[src/rtl/cpu_pkg.sv]
// cpu_pkg: shared types and constants for the 32-bit CPU front end.
//   WORD_W       - datapath word width in bits
//   INST_BYTES   - bytes per instruction (PC step)
//   word_t       - 32-bit word type
//   fetch_state_t- fetch engine state (RUN / FAULT)
package cpu_pkg;

  localparam int WORD_W     = 32;
  localparam int INST_BYTES = 4;

  typedef logic [WORD_W-1:0] word_t;

  typedef enum logic [0:0] {
    RUN   = 1'b0,
    FAULT = 1'b1
  } fetch_state_t;

endpackage : cpu_pkg

[src/rtl/inst_fetch.sv]
// inst_fetch: instruction-fetch initiator for the 32-bit CPU.
// Issues byte addresses to a code memory with a fixed 1-cycle registered
// read latency and presents the returned word, its PC and a valid flag to
// decode. Decode stalls replay the in-flight address so the memory output
// stays put; a taken branch redirects immediately and squashes the slot that
// is on the output in the same cycle. A misaligned or out-of-range response
// halts fetch with a sticky fault that only reset clears.
//
// Ports:
//   clk           in   system clock, posedge
//   reset         in   asynchronous active-high reset
//   mem_addr      out  byte address to code memory
//   mem_inst      in   code memory word for the address sent last cycle
//   stall         in   decode cannot accept; hold current output
//   branch_taken  in   redirect request from execute
//   branch_target in   redirect byte address
//   inst          out  fetched instruction (mem_inst pass-through)
//   inst_pc       out  byte address of inst
//   inst_valid    out  inst/inst_pc meaningful this cycle
//   fetch_fault   out  fetch halted on a bad address
//   fetch_count   out  instructions accepted by decode (wraps)
module inst_fetch
  import cpu_pkg::*;
#(
  parameter int          SIZE     = 1024,
  parameter logic [31:0] RESET_PC = 32'h0000_0000
) (
  input  logic        clk,
  input  logic        reset,
  output logic [31:0] mem_addr,
  input  logic [31:0] mem_inst,
  input  logic        stall,
  input  logic        branch_taken,
  input  logic [31:0] branch_target,
  output logic [31:0] inst,
  output logic [31:0] inst_pc,
  output logic        inst_valid,
  output logic        fetch_fault,
  output logic [31:0] fetch_count
);

  // Highest legal word address. Comparing against this directly avoids
  // computing req_pc+3, which would wrap for addresses near 2^32.
  localparam logic [31:0] LAST_ADDR = 32'(SIZE - INST_BYTES);
  localparam logic [31:0] PC_STEP   = 32'(INST_BYTES);

  word_t        r_pc;
  word_t        r_req_pc;
  logic         r_req_valid;
  fetch_state_t r_state;
  word_t        r_fetch_count;
  logic         r_fault_q;

  logic w_bad_now;
  logic w_run;
  logic w_accept;

  // Response currently on mem_inst came from an illegal address.
  assign w_bad_now = r_req_valid &
                     ((r_req_pc[1:0] != 2'b00) | (r_req_pc > LAST_ADDR));

  assign w_run    = (r_state == RUN);
  assign w_accept = inst_valid & ~stall;

  assign inst        = mem_inst;
  assign inst_pc     = r_req_pc;
  assign inst_valid  = w_run & r_req_valid & ~w_bad_now & ~branch_taken;
  // A bad response coinciding with a branch is wrong-path and is ignored.
  assign fetch_fault = r_fault_q | (w_run & w_bad_now & ~branch_taken);
  assign fetch_count = r_fetch_count;

  // Address select towards code memory; FAULT freezes on the bad address,
  // stall replays the in-flight address so mem_inst is unchanged next cycle.
  always_comb begin
    mem_addr = r_pc;
    if (!w_run) begin
      mem_addr = r_req_pc;
    end else if (branch_taken) begin
      mem_addr = branch_target;
    end else if (stall) begin
      mem_addr = r_req_pc;
    end else begin
      mem_addr = r_pc;
    end
  end

  // Fetch state machine: PC sequencing, redirect, stall hold and fault entry.
  always_ff @(posedge clk or posedge reset) begin
    if (reset) begin
      r_pc        <= RESET_PC;
      r_req_pc    <= 32'h0000_0000;
      r_req_valid <= 1'b0;
      r_state     <= RUN;
      r_fault_q   <= 1'b0;
    end else begin
      case (r_state)
        RUN: begin
          if (branch_taken) begin
            r_pc        <= branch_target + PC_STEP;
            r_req_pc    <= branch_target;
            r_req_valid <= 1'b1;
          end else if (w_bad_now) begin
            r_state   <= FAULT;
            r_fault_q <= 1'b1;
          end else if (stall) begin
            r_pc        <= r_pc;
            r_req_pc    <= r_req_pc;
            r_req_valid <= r_req_valid;
          end else begin
            r_req_pc    <= r_pc;
            r_pc        <= r_pc + PC_STEP;
            r_req_valid <= 1'b1;
          end
        end
        FAULT: begin
          r_state   <= FAULT;
          r_fault_q <= 1'b1;
        end
        default: begin
          // Unreachable encoding: park in the safe halted state.
          r_state   <= FAULT;
          r_fault_q <= 1'b1;
        end
      endcase
    end
  end

  // Count of instructions handed to decode.
  always_ff @(posedge clk or posedge reset) begin
    if (reset) begin
      r_fetch_count <= 32'h0000_0000;
    end else if (w_accept) begin
      r_fetch_count <= r_fetch_count + 32'h0000_0001;
    end else begin
      r_fetch_count <= r_fetch_count;
    end
  end

endmodule : inst_fetch

[config.mk]
export PLATFORM = sky130hd
export DESIGN_NAME = inst_fetch
export DESIGN_NICKNAME = d
export VERILOG_FILES = /design/src/rtl/cpu_pkg.sv /design/src/rtl/inst_fetch.sv
export SDC_FILE = /design/constraint.sdc
export NUM_CORES = 1
export LEC_CHECK = 0
export BUFFER_PORTS_ARGS = -buffer_cell sky130_fd_sc_hd__buf_2
export CAP_MARGIN = 10
export CORE_ASPECT_RATIO = 1.4
export CORE_MARGIN = 1
export CORE_UTILIZATION = 45
export DETAILED_ROUTE_END_ITERATION = 12
export PLACE_DENSITY = 0.71
export SLEW_MARGIN = 20
export SYNTH_ARGS = -nofsm -noshare
export SYNTH_HDL_FRONTEND = slang
export SYNTH_SLANG_ARGS = --single-unit
[constraint.sdc]
create_clock -name clk -period 4 [get_ports clk]
set_clock_uncertainty 0.05 [all_clocks]
set_input_delay 0.6 -clock clk [delete_from_list [all_inputs] [get_ports clk]]
set_output_delay 0.6 -clock clk [all_outputs]
set_load 0.005 [all_outputs]
Word-level counts from Yosys, hierarchy flattened. Index checks and enable logic that the tools add are counted.

Reduce and logical (&&, ||, !) cells: 4. Bitwise logic cells: 13. Shifts and indexed selects: 0. Equal/unequal tests: 4. $mul: 0. Multiplexer cells: 17. Add/sub/neg operators: 3. Div/mod/pow operators: 0. $lt $le $gt $ge: 1.

Operators with widths (count): 2-to-1 mux 32 bit (8); adder 32 x 3 -> 32 bit (second input constant) (2); adder 32 x 1 -> 32 bit (second input constant) (1); > comparator 32 x 10 -> 1 bit (second input constant) (1); AND 1 bit (7); 2-to-1 mux 1 bit (7); inequality test 2 bit (second input constant) (3); NOT 1 bit (4); case mux 1 bit (2 select lines) (2); AND reduction 2 bit (2); AND reduction 3 bit (1); inequality test 2 x 1 -> 1 bit (second input constant) (1); bitwise OR 1 bit (2); nonzero test 2 bit (1).

Bits of input ports: 68. ROM bits: 0. Output and inout bits: 130. Memory bits (writable): 0. Bits in latches: 0. Register bits after elaboration: 99. Memories: 0.

Longest topological paths before layout. Gate-level depths: netlist of run 1.

Depth after elaboration: 7. Mapped depth: 15.

Worst setup path before layout of run 1. Ideal clock, no wire load.

Kind: input -> register. From: in branch_taken. To: reg r_pc[26]. Required time: 3.863 ns. Stages on the path: 14. Buffers on the path: 6. Data arrival time: 4.034 ns. Setup slack: -0.171 ns. Path through: buf_4 -> buf_6 -> clkbuf_1 -> clkbuf_1 -> clkbuf_1 -> clkbuf_1 -> mux2_2 -> ha_1 -> nand4b_1 -> a221oi_4 -> nand2_4 -> a2111oi_2 -> mux2_2 -> a211oi_2.

Cells in the longest elaborated chain, start to end: 2. Elaborated cells between the ends (all ways): 4. Classes of those cells: eq/ne: 2; mux: 1; reduce/logical: 1.

RTL lines: start: declaration (RTL line inst_fetch.sv:33) `input logic branch_taken,`; inequality test 2 bit (no source line) or inequality test 2 x 1 -> 1 bit (tied branches); AND reduction 3 bit (no source line); end signal: assignment (RTL line inst_fetch.sv:99) `r_pc <= branch_target + PC_STEP;`; end signal: assignment (RTL line inst_fetch.sv:106) `r_pc <= r_pc;`; end signal: assignment (RTL line inst_fetch.sv:111) `r_pc <= r_pc + PC_STEP;`; end: declaration (RTL line inst_fetch.sv:47) `word_t r_pc;`.

Several ways; a longest one is shown, not always the timed one. A chain may end at the register's enable or synchronous reset.

Worst setup path after layout of run 1.
From: reg r_state. To: out mem_addr[10].

Cells in the longest elaborated chain, start to end: 1.

RTL lines: start: declaration (RTL line inst_fetch.sv:50) `fetch_state_t r_state;`; start signal: assignment (RTL line inst_fetch.sv:93) `r_state <= RUN;`; start signal: assignment (RTL line inst_fetch.sv:103) `r_state <= FAULT;`; start signal: assignment (RTL line inst_fetch.sv:116) `r_state <= FAULT;`; 2-to-1 mux 32 bit (RTL line inst_fetch.sv:76) `if (!w_run) begin`; end: declaration (RTL line inst_fetch.sv:30) `output logic [31:0] mem_addr,`.

No other way between the ends.

==> metrics, run 1 <==
R2R Path End=inst_pc[24]; CTS max path bufs=2; worst r2r path cells=6; CP Cell Sequence=buf_4 -> nor2b_2 -> buf_4 -> a22oi_1 -> o21ai_0 -> buf_2; P_leak=3.46 nW; Synth area leader=dfrtp_1; clk sinks=99; n_diodes=0; pin count of the biggest net entering global routing=90; number of antenna violations at the first check in global routing=0; synthesized area=0.00685 mm^2; DRC errors left=0; net count of the mapped netlist=862; Post-synth EDFFs=0; total iterations of the first detailed-routing run=5; Syn-to-layout area delta=13.7%; WL per Instance=17.8 um; io pins=198; CTS tree=built; slowest CP cell=dfrtp_1; gpl congestion=0.851; worst slew pin tran=0.769 ns; fmax=326 MHz; Reg clk slew, reported paths=0.07 ns; post-cts sizing count=0; Reg2Reg Setup Slack=1.00 ns; # rows=53; Peak VDD IR=160 uV; Skew-Pair Late Insertion Delay=0.35 ns; CP Class=reg2out; Post-CTS Hold Buffers=0; setup_tns=0 ns; top-area cell type share of the netlist area=36.2%; crit-path max FO=32; first-pass GRT wire length=30.1 mm; final hold violation count=0; max-slew violations=0; Post-synth top flop=dfrtp_1; HPWL Detailed=13.6 mm; final setup fails=0; post-synthesis sequential area ratio=36.2%; Die W=106 um; number of global-route vias before repair=5935; Post-synth ARST share=100%; Power Dens Cells=300 mW/mm^2; R2R Path Start=inst_pc[11]; die area=0.0157 mm^2; gate count after technology mapping=792; Post-synth top cells=dfrtp_1, nand2_1, o21ai_0; CP Buf/Inv Count=3; most frequent CP cell=buf_4; die height=148 um; WL final=19.0 mm; nets@finish=942; # Max-Cap Violations=0; crit share post-route=76.7%; Synth Warn #=0; CP Capture Type=primary output; DRT iter0 DRCs=484; vias=6371; routed vias/inst=5.96; layout cells sized above 1=24.1%; Global Route Usage Sum=23.9%; setup bufs post-CTS=0; CORE AREA=0.0149 mm^2; RSZ-0062 raised after global routing=false; CP Launch Point=r_state; Crit path arrival time=2.42 ns; status=completed; clock buffers created by TritonCTS=9; Overflow after GRT=0; Crit. path cell count=6; Yosys reg bits=99; CP top delay family=buffers and inverters; Synth area leaders=dfrtp_1, a22oi_1, o21ai_0, nand2_1, mux2i_1; Final Critical Period=3.07 ns; Hold WS=0.354 ns; syn avg cell area=8.65 um^2; H-tree levels=3; PortBufs=133; Yosys cell types=72; DRT antenna net count=0; count leader, synth=dfrtp_1; startpoint types=flop; CTS Root Cell=clkbuf_16; Critical Path RT=3.35 ns; Hold/Removal Path Class=in2async; Worst path max stage delay=0.77 ns; Setup crit end=mem_addr[10]; Initial Util=45.9%; Worst slew margin=48.7%
cell families after synthesis:
logic type / share of synthesized area, %
muxes: 5.28
DFF: 36.2
AOI/OAI and AO/OA: 22.6
adders and majority gates: 0.365
xor gates and xnor gates: 4.99
and+or+nand+nor: 23.0
buffers and inverters: 7.60
layout by cell type, fill, tap and decap left out, types with 4 or more instances in the layout:
master / synthesis / layout
nand4b_1: 6 / 6
nand3b_1: 5 / 5
nor2_1: 41 / 40
a22oi_1: 67 / 67
o211ai_1: 11 / 11
and2_1: 12 / 12
o21ai_0: 77 / 77
a21boi_0: 4 / 4
inv_1: 20 / 19
xnor2_1: 23 / 23
or4_1: 5 / 5
mux2i_1: 26 / 26
a21oi_1: 34 / 34
nand2_1: 94 / 94
or3_1: 4 / 4
buf_4: 33 / 17
nor2b_1: 9 / 8
nand4_1: 13 / 13
and3_1: 5 / 5
a21o_1: 5 / 5
nand3_1: 26 / 26
nor3_2: 5 / 5
mux2_2: 9 / 9
buf_2: 2 / 132
dfrtp_1: 99 / 99
nand2b_1: 16 / 16
xor2_1: 16 / 16
clkbuf_16: 0 / 9
nor4_1: 5 / 5
nor3_1: 10 / 10
worst min-delay path by stage:
stage                    start               to  slack [ns]  depth (start not counted)
2_1_floorplan        r_fault_q        r_fault_q        0.39                          1
3_3_place_gp   fetch_count[31]  fetch_count[31]        0.41                          1
3_5_place_dp   fetch_count[31]  fetch_count[31]        0.41                          1
4_1_cts        fetch_count[31]  fetch_count[31]        0.42                          1
5_1_grt                  reset  fetch_count[30]        0.42                          2
6_report                 reset  fetch_count[28]        0.35                          2
final cells by class:
class / count / area [um^2]
Tap cell: 192 / 240
Clock inverter: 5 / 60.1
Clock buffer: 11 / 253
Timing Repair Buffer: 150 / 808
Inverter: 20 / 80.1
Sequential cell: 99 / 2480
Fill cell: 1455 / 7130
Multi-Input combinational cell: 592 / 3870
flip-flops by register name, summed over array words and instances (netlist names):
signal,cells
r_fault_q,1
fetch_count,32
r_pc,32
r_state,1
inst_pc,32
r_req_valid,1
per-stage QoR:
stage	instances	util, %	setup WS (ns)	area (um^2)	total power, mW
3_3_place_gp	1053	50.1	0.751	7480	1.42
6_report	1069	52.2	0.931	7790	2.33
3_5_place_dp	1053	50.1	0.695	7480	1.43
2_1_floorplan	792	-	0.00887	6850	1.33
5_1_grt	1069	52.2	0.759	7790	2.42
4_1_cts	1069	52.2	0.867	7790	2.35
layer usage:
layer	part of all wire [%]	up-vias	GRT usage [%]
li1	-	3010	-
met1	43	3126	29.7
met2	49	198	40.8
met3	5.0	37	3.92
met4	3.1	0	9.79
met5	0	-	0
power by group:
part / switching, mW / internal [mW] / total [mW] / leakage [nW]
logic: 0.191 / 0.124 / 0.316 / 2.16
registers: 0.0541 / 1.04 / 1.10 / 1.15
clock network: 0.400 / 0.522 / 0.922 / 0.152
Note: power is estimated with default switching activity, not from simulation.
==> run 2, diff against run 1 <==
--- a/config.mk
+++ b/config.mk
@@ -11,7 +11,7 @@
 export CORE_MARGIN = 1
 export CORE_UTILIZATION = 45
 export DETAILED_ROUTE_END_ITERATION = 12
-export PLACE_DENSITY = 0.71
+export PLACE_DENSITY = 0.74
 export SLEW_MARGIN = 20
 export SYNTH_ARGS = -nofsm -noshare
 export SYNTH_HDL_FRONTEND = slang
==> constraint.sdc (replaced) <==
create_clock -name clk -period 2.6 [get_ports clk]
set_clock_uncertainty 0.05 [all_clocks]
set_input_delay 0.39 -clock clk [delete_from_list [all_inputs] [get_ports clk]]
set_output_delay 0.39 -clock clk [all_outputs]
set_load 0.005 [all_outputs]
==> run 2 against run 1 <==
Net effect: critical path depth unchanged; combinational power increased by 85%; routed wire length grew 3.4%; cell count increased by 6.5%; global-route usage increased by 1.2 points; non-clock buffer count rose by 69; count of clock-buffer cells in the layout rose by 1; clock power grew 64%; sequential power increased by 53%; register-to-register slack worse by 0.87 ns; cell area rose by 8.3%; utilization up 4.3 points.
==> metrics, run 2 (synthesis results as in run 1) <==
number of global-route vias before repair=6178; final core occ=56.5%; most common cell after layout, fill and taps aside=buf_2; CTS Root Cell=clkbuf_16; fmax=397 MHz; Worst path max stage delay=0.54 ns; clock buffers created by TritonCTS=9; Peak VDD IR=357 uV; worst slew pin tran=0.918 ns; Reg2Reg Setup Slack=0.13 ns; Syn-to-layout area delta=23.1%; WL final=19.6 mm; final setup fails=0; CP Class=reg2out; clk sinks=99; H-tree levels=3; Internal=2.76 mW; net switching power=1.01 mW; P_leak=3.83 nW; placed cell area=0.00808 mm^2; n_diodes=0; vias=6707; Clk pwr share=40.0%; layout cells sized above 1=29.9%; startpoint types=flop; Final Critical Period=2.52 ns; Flop pwr share=44.5%; number of antenna violations at the first check in global routing=0; CP Buf/Inv Count=2; gpl congestion=0.880; die area=0.0157 mm^2; total iterations of the first detailed-routing run=7; DRT antenna net count=0; nets@finish=1011; setup_tns=0 ns; pin count of the biggest net entering global routing=48; Skew-Pair Late Insertion Delay=0.35 ns; DRT iter0 DRCs=562; Reg clk slew, reported paths=0.07 ns; status=completed; HPWL Detailed=14.5 mm; Crit path arrival time=2.08 ns; Hold/Removal Path Class=in2async; Worst slew margin=38.8%; final hold violation count=0; worst r2r path cells=8; slowest CP cell=or4_4; PortBufs=133; Switching Share=26.9%; max-slew violations=0; Global Route Usage Sum=25.1%; CORE AREA=0.0149 mm^2; first-pass GRT wire length=31.3 mm; Tot Pwr=3.77 mW; CTS max path bufs=2; Fill cells=1362; DRC errors left=0; CP Cell Sequence=or4_4 -> or2_4 -> o21ai_1 -> buf_4 -> o31ai_1 -> buf_2; WL per Instance=17.3 um; CTS tree=built; crit share post-route=96.8%; Overflow after GRT=0; CP Capture Type=primary output; routed vias/inst=5.89; CP top delay family=simple AND/OR/NAND/NOR gates; R2R Path End=r_pc[31]; # Max-Cap Violations=0; Gate power share=15.5%; Initial Util=45.9%; Design Area, Final=0.00843 mm^2; Die W=106 um; Critical Path RT=2.16 ns; die height=148 um; Power Dens Cells=447 mW/mm^2; crit-path max FO=4; RSZ-0062 raised after global routing=true; # rows=53; R2R Path Start=inst_pc[19]; highest-count cells in the layout ignoring fill and taps=buf_2, dfrtp_1, nand2_1; io pins=198
==> run 2: cell count changes in the layout (fill, tap and decap cells not counted), sizes merged <==
cell      previous run  this run
buf                150       219
clkbuf              11        12
bufinv               1         2
inv                 21        19
clkinv               2         1
clkinvlp             1         2
==> run 2: metrics by stage <==
step | hold WS [ns] | cells | worst slack [ns]
after floorplan | 0.388 | 792 | -0.614
after global placement | 0.403 | 1120 | -0.00835
after detailed placement | 0.408 | 1120 | -0.0560
after CTS | 0.0999 | 1136 | 0.0156
after global routing | 0.143 | 1138 | -0.00351
final | 0.0865 | 1138 | 0.0839
==> run 2: final cells by class <==
class                      count  area [um^2]  share of cell area, %
timing repair buffer         219         1390                   16.5
sequential                    99         2480                   29.4
multi-input combinational    592         3920                   46.5
clock buffer                  12          256                   3.04
tap                          192          240                   2.85
inverter                      20         78.8                  0.935
clock inverter                 4         72.6                  0.860
==> run 2: power by group through the flow <==
stage	clock (mW)	sequential [mW]	combinational [mW]
global route	1.58	1.68	0.651
floorplan	0	1.69	0.366
global placement	0	1.70	0.569
CTS	1.53	1.67	0.583
finish	1.51	1.68	0.586
detailed placement	0	1.70	0.580
==> run 2: worst max-delay path by stage <==
stage	startpoint	endpoint	slack, ns	cells after the start
after floorplan	branch_taken	r_pc[26]	-0.61	14
after global placement	branch_taken	r_pc[26]	-0.008	9
after detailed placement	branch_taken	r_pc[27]	-0.06	9
after CTS	inst_pc[15]	fetch_fault	0.02	6
after global routing	inst_pc[19]	fetch_fault	-0.004	6
final	inst_pc[19]	fetch_fault	0.08	6
==> run 2: routing by layer <==
metal / wire length [um] / global-route usage, %
met1: 8050 / 31.0
met2: 9760 / 42.9
met3: 1270 / 3.92
met4: 555 / 10.7
met5: 0 / 0
==> run 2: timing repair <==
action / in CTS / in global routing
resized for setup: 0 / 5
hold buffers: 0 / 0
hold endpoints to repair: 0 / 0
setup buffers: 0 / 2
setup endpoints to repair: 0 / 7
==> run 2: worst reg2reg max path: stages (launching register included) <==
cell	delay [ns]
dfrtp_1	0.41
or4_4	0.54
or2_4	0.31
o21ai_1	0.12
buf_4	0.13
buf_4	0.13
nor4b_1	0.29
mux2i_1	0.25
o211ai_1	0.10
==> run 3, diff against run 2 <==
--- a/config.mk
+++ b/config.mk
@@ -5,13 +5,14 @@
 export SDC_FILE = /design/constraint.sdc
 export NUM_CORES = 1
 export LEC_CHECK = 0
+export ABC_AREA = 1
 export BUFFER_PORTS_ARGS = -buffer_cell sky130_fd_sc_hd__buf_2
 export CAP_MARGIN = 10
 export CORE_ASPECT_RATIO = 1.4
 export CORE_MARGIN = 1
 export CORE_UTILIZATION = 45
 export DETAILED_ROUTE_END_ITERATION = 12
-export PLACE_DENSITY = 0.74
+export PLACE_DENSITY = 0.73
 export SLEW_MARGIN = 20
 export SYNTH_ARGS = -nofsm -noshare
 export SYNTH_HDL_FRONTEND = slang
==> run 3 against run 2 <==
Net effect: utilization is 3.8 points lower; die area is 0.88% higher; sequential power is 6% lower; largest cell class unchanged; critical path depth increased by 5; global-route usage grew 1.8 points; cell count grew 22%.
==> metrics, run 3 <==
Initial Util=46.1%; Metal-1 WL=7.81 mm; first-pass GRT wire length=33.1 mm; Worst path max stage delay=0.30 ns; max-slew violations=0; HPWL Detailed=15.9 mm; startpoint types=input port; Critical Path RT=2.16 ns; CP Capture Type=primary output; Synth area leader=dfrtp_1; synthesized area=0.00691 mm^2; Crit path arrival time=1.86 ns; Die W=107 um; WL per Instance=14.8 um; Post-CTS Hold Buffers=0; fmax=436 MHz; net count of the mapped netlist=1166; nets@finish=1260; status=completed; CORE AREA=0.0150 mm^2; RSZ-0062 raised after global routing=false; setup_tns=0 ns; clk sinks=99; DRT iter0 DRCs=397; H-tree levels=3; Synth Warn #=0; die area=0.0159 mm^2; CP Class=in2out; worst slew pin tran=0.795 ns; Overflow after GRT=0; final hold violation count=0; Syn-to-layout area delta=14.3%; Synth area leaders=dfrtp_1, nand2_1, o21ai_0, nor2_1, inv_1; most common cell after layout, fill and taps aside=nand2_1; n_diodes=0; number of global-route vias before repair=6754; Hold/Removal Path Class=in2async; Final Critical Period=2.30 ns; # rows=53; Reg clk slew, reported paths=0.07 ns; clock buffers created by TritonCTS=9; gate count after technology mapping=1096; setup bufs post-CTS=0; R2R Path Start=inst_pc[26]; Power Dens Cells=429 mW/mm^2; count leader, synth=nand2_1; die height=149 um; top-area cell type share of the netlist area=35.8%; met2 wire length=11.0 mm; layout cells sized above 1=16.4%; highest-count cells in the layout ignoring fill and taps=nand2_1, buf_2, nor2_1; CP Cell Sequence=buf_2 -> buf_12 -> nor2_1 -> clkinv_1 -> buf_4 -> nand2_1 -> o21ai_0 -> nand2_1 -> nand2_1 -> o21ai_0 -> buf_2; worst r2r path cells=10; gpl congestion=0.976; number of antenna violations at the first check in global routing=0; CTS max path bufs=2; final setup fails=0; post-cts sizing count=0; Peak VDD IR=278 uV; WL final=20.6 mm; pin count of the biggest net entering global routing=46; Global Route Usage Sum=26.9%; top sig layer=met4; vias=7063; # Max-Cap Violations=0; R2R Path End=fetch_count[6]; crit-path max FO=30; syn avg cell area=6.31 um^2; slowest CP cell=buf_2; Yosys cell types=25; total iterations of the first detailed-routing run=5; routed vias/inst=5.09; post-synthesis sequential area ratio=35.8%; Worst slew margin=47.0%; Skew-Pair Late Insertion Delay=0.35 ns; DRC errors left=0; Yosys reg bits=99; Post-synth top cells=nand2_1, nor2_1, o21ai_0; most frequent CP cell=nand2_1; P_leak=4.12 nW; PortBufs=133; Post-synth top flop=dfrtp_1; Reg2Reg Setup Slack=0.39 ns; Hold WS=0.0701 ns; Post-synth EDFFs=0; met3 routed WL=861 um; crit share post-route=88.3%; io pins=198; DRT antenna net count=0; CTS Root Cell=clkbuf_16; Post-synth ARST share=100%; CTS tree=built
## run 3: changes by cell type in the layout (fill, tap and decap cells not counted), sizes merged, moves of 16 or more
cell / before / now
nand2: 95 / 514
inv: 19 / 80
o21ai: 78 / 107
mux2i: 26 / 0
nor2: 41 / 117
a22oi: 67 / 0
buf: 219 / 154
a21oi: 34 / 0
nand2b: 16 / 0
## run 3: metal layers
layer  track usage [%]  vias up
met5                 0        -
met4              14.1        0
met3              2.76       49
met2              50.7      191
met1              29.0     3259
li1                  -     3564
## run 3: worst max-delay path, delay by kind of cell
kind,cells,cell delay [ns]
buffers and inverters,5,0.96
AO/OA/AOI/OAI,2,0.15
AND/OR/NAND/NOR,4,0.33
## run 3: worst max path at each step
stage,startpoint,endpoint,cells past startpoint
2_1_floorplan,stall,mem_addr[10],10
3_3_place_gp,branch_taken,r_pc[16],11
3_5_place_dp,branch_taken,r_pc[16],11
4_1_cts,branch_taken,mem_addr[3],11
5_1_grt,branch_taken,mem_addr[29],11
6_report,branch_taken,mem_addr[3],11
## run 3: cells by family after synthesis
| group | synth area share, % |
|---|---|
| AND/OR/NAND/NOR | 40.1 |
| AO/OA/AOI/OAI | 9.54 |
| buffers and inverters | 10.7 |
| XOR/XNOR | 3.42 |
| flip-flops | 35.8 |
| adder cells (fa/ha/maj) | 0.362 |
## run 3: final cells by class
class	instances	area [um^2]
Fill cell	1583	7090
Multi-Input combinational cell	846	3690
Sequential cell	99	2480
Timing Repair Buffer	154	873
Inverter	80	304
Tap cell	192	240
Clock buffer	9	225
Clock inverter	7	82.6
## run 3: stage by stage
| stage | std cells | power [mW] | instance area, um^2 | utilization (%) | worst slack, ns |
|---|---|---|---|---|---|
| 6_report | 1387 | 3.39 | 7900 | 52.7 | 0.305 |
| 5_1_grt | 1387 | 3.53 | 7900 | 52.7 | 0.123 |
| 4_1_cts | 1387 | 3.42 | 7900 | 52.7 | 0.288 |
| 3_5_place_dp | 1371 | 1.99 | 7590 | 50.6 | 0.0997 |
| 3_3_place_gp | 1371 | 1.99 | 7590 | 50.6 | 0.142 |
| 2_1_floorplan | 1096 | 1.87 | 6920 | - | 0.694 |
## run 3: report_power, final
| part | internal [mW] | switching (mW) |
|---|---|---|
| clock network | 0.763 | 0.666 |
| logic | 0.136 | 0.237 |
| registers | 1.56 | 0.0215 |
| total | 2.46 | 0.925 |
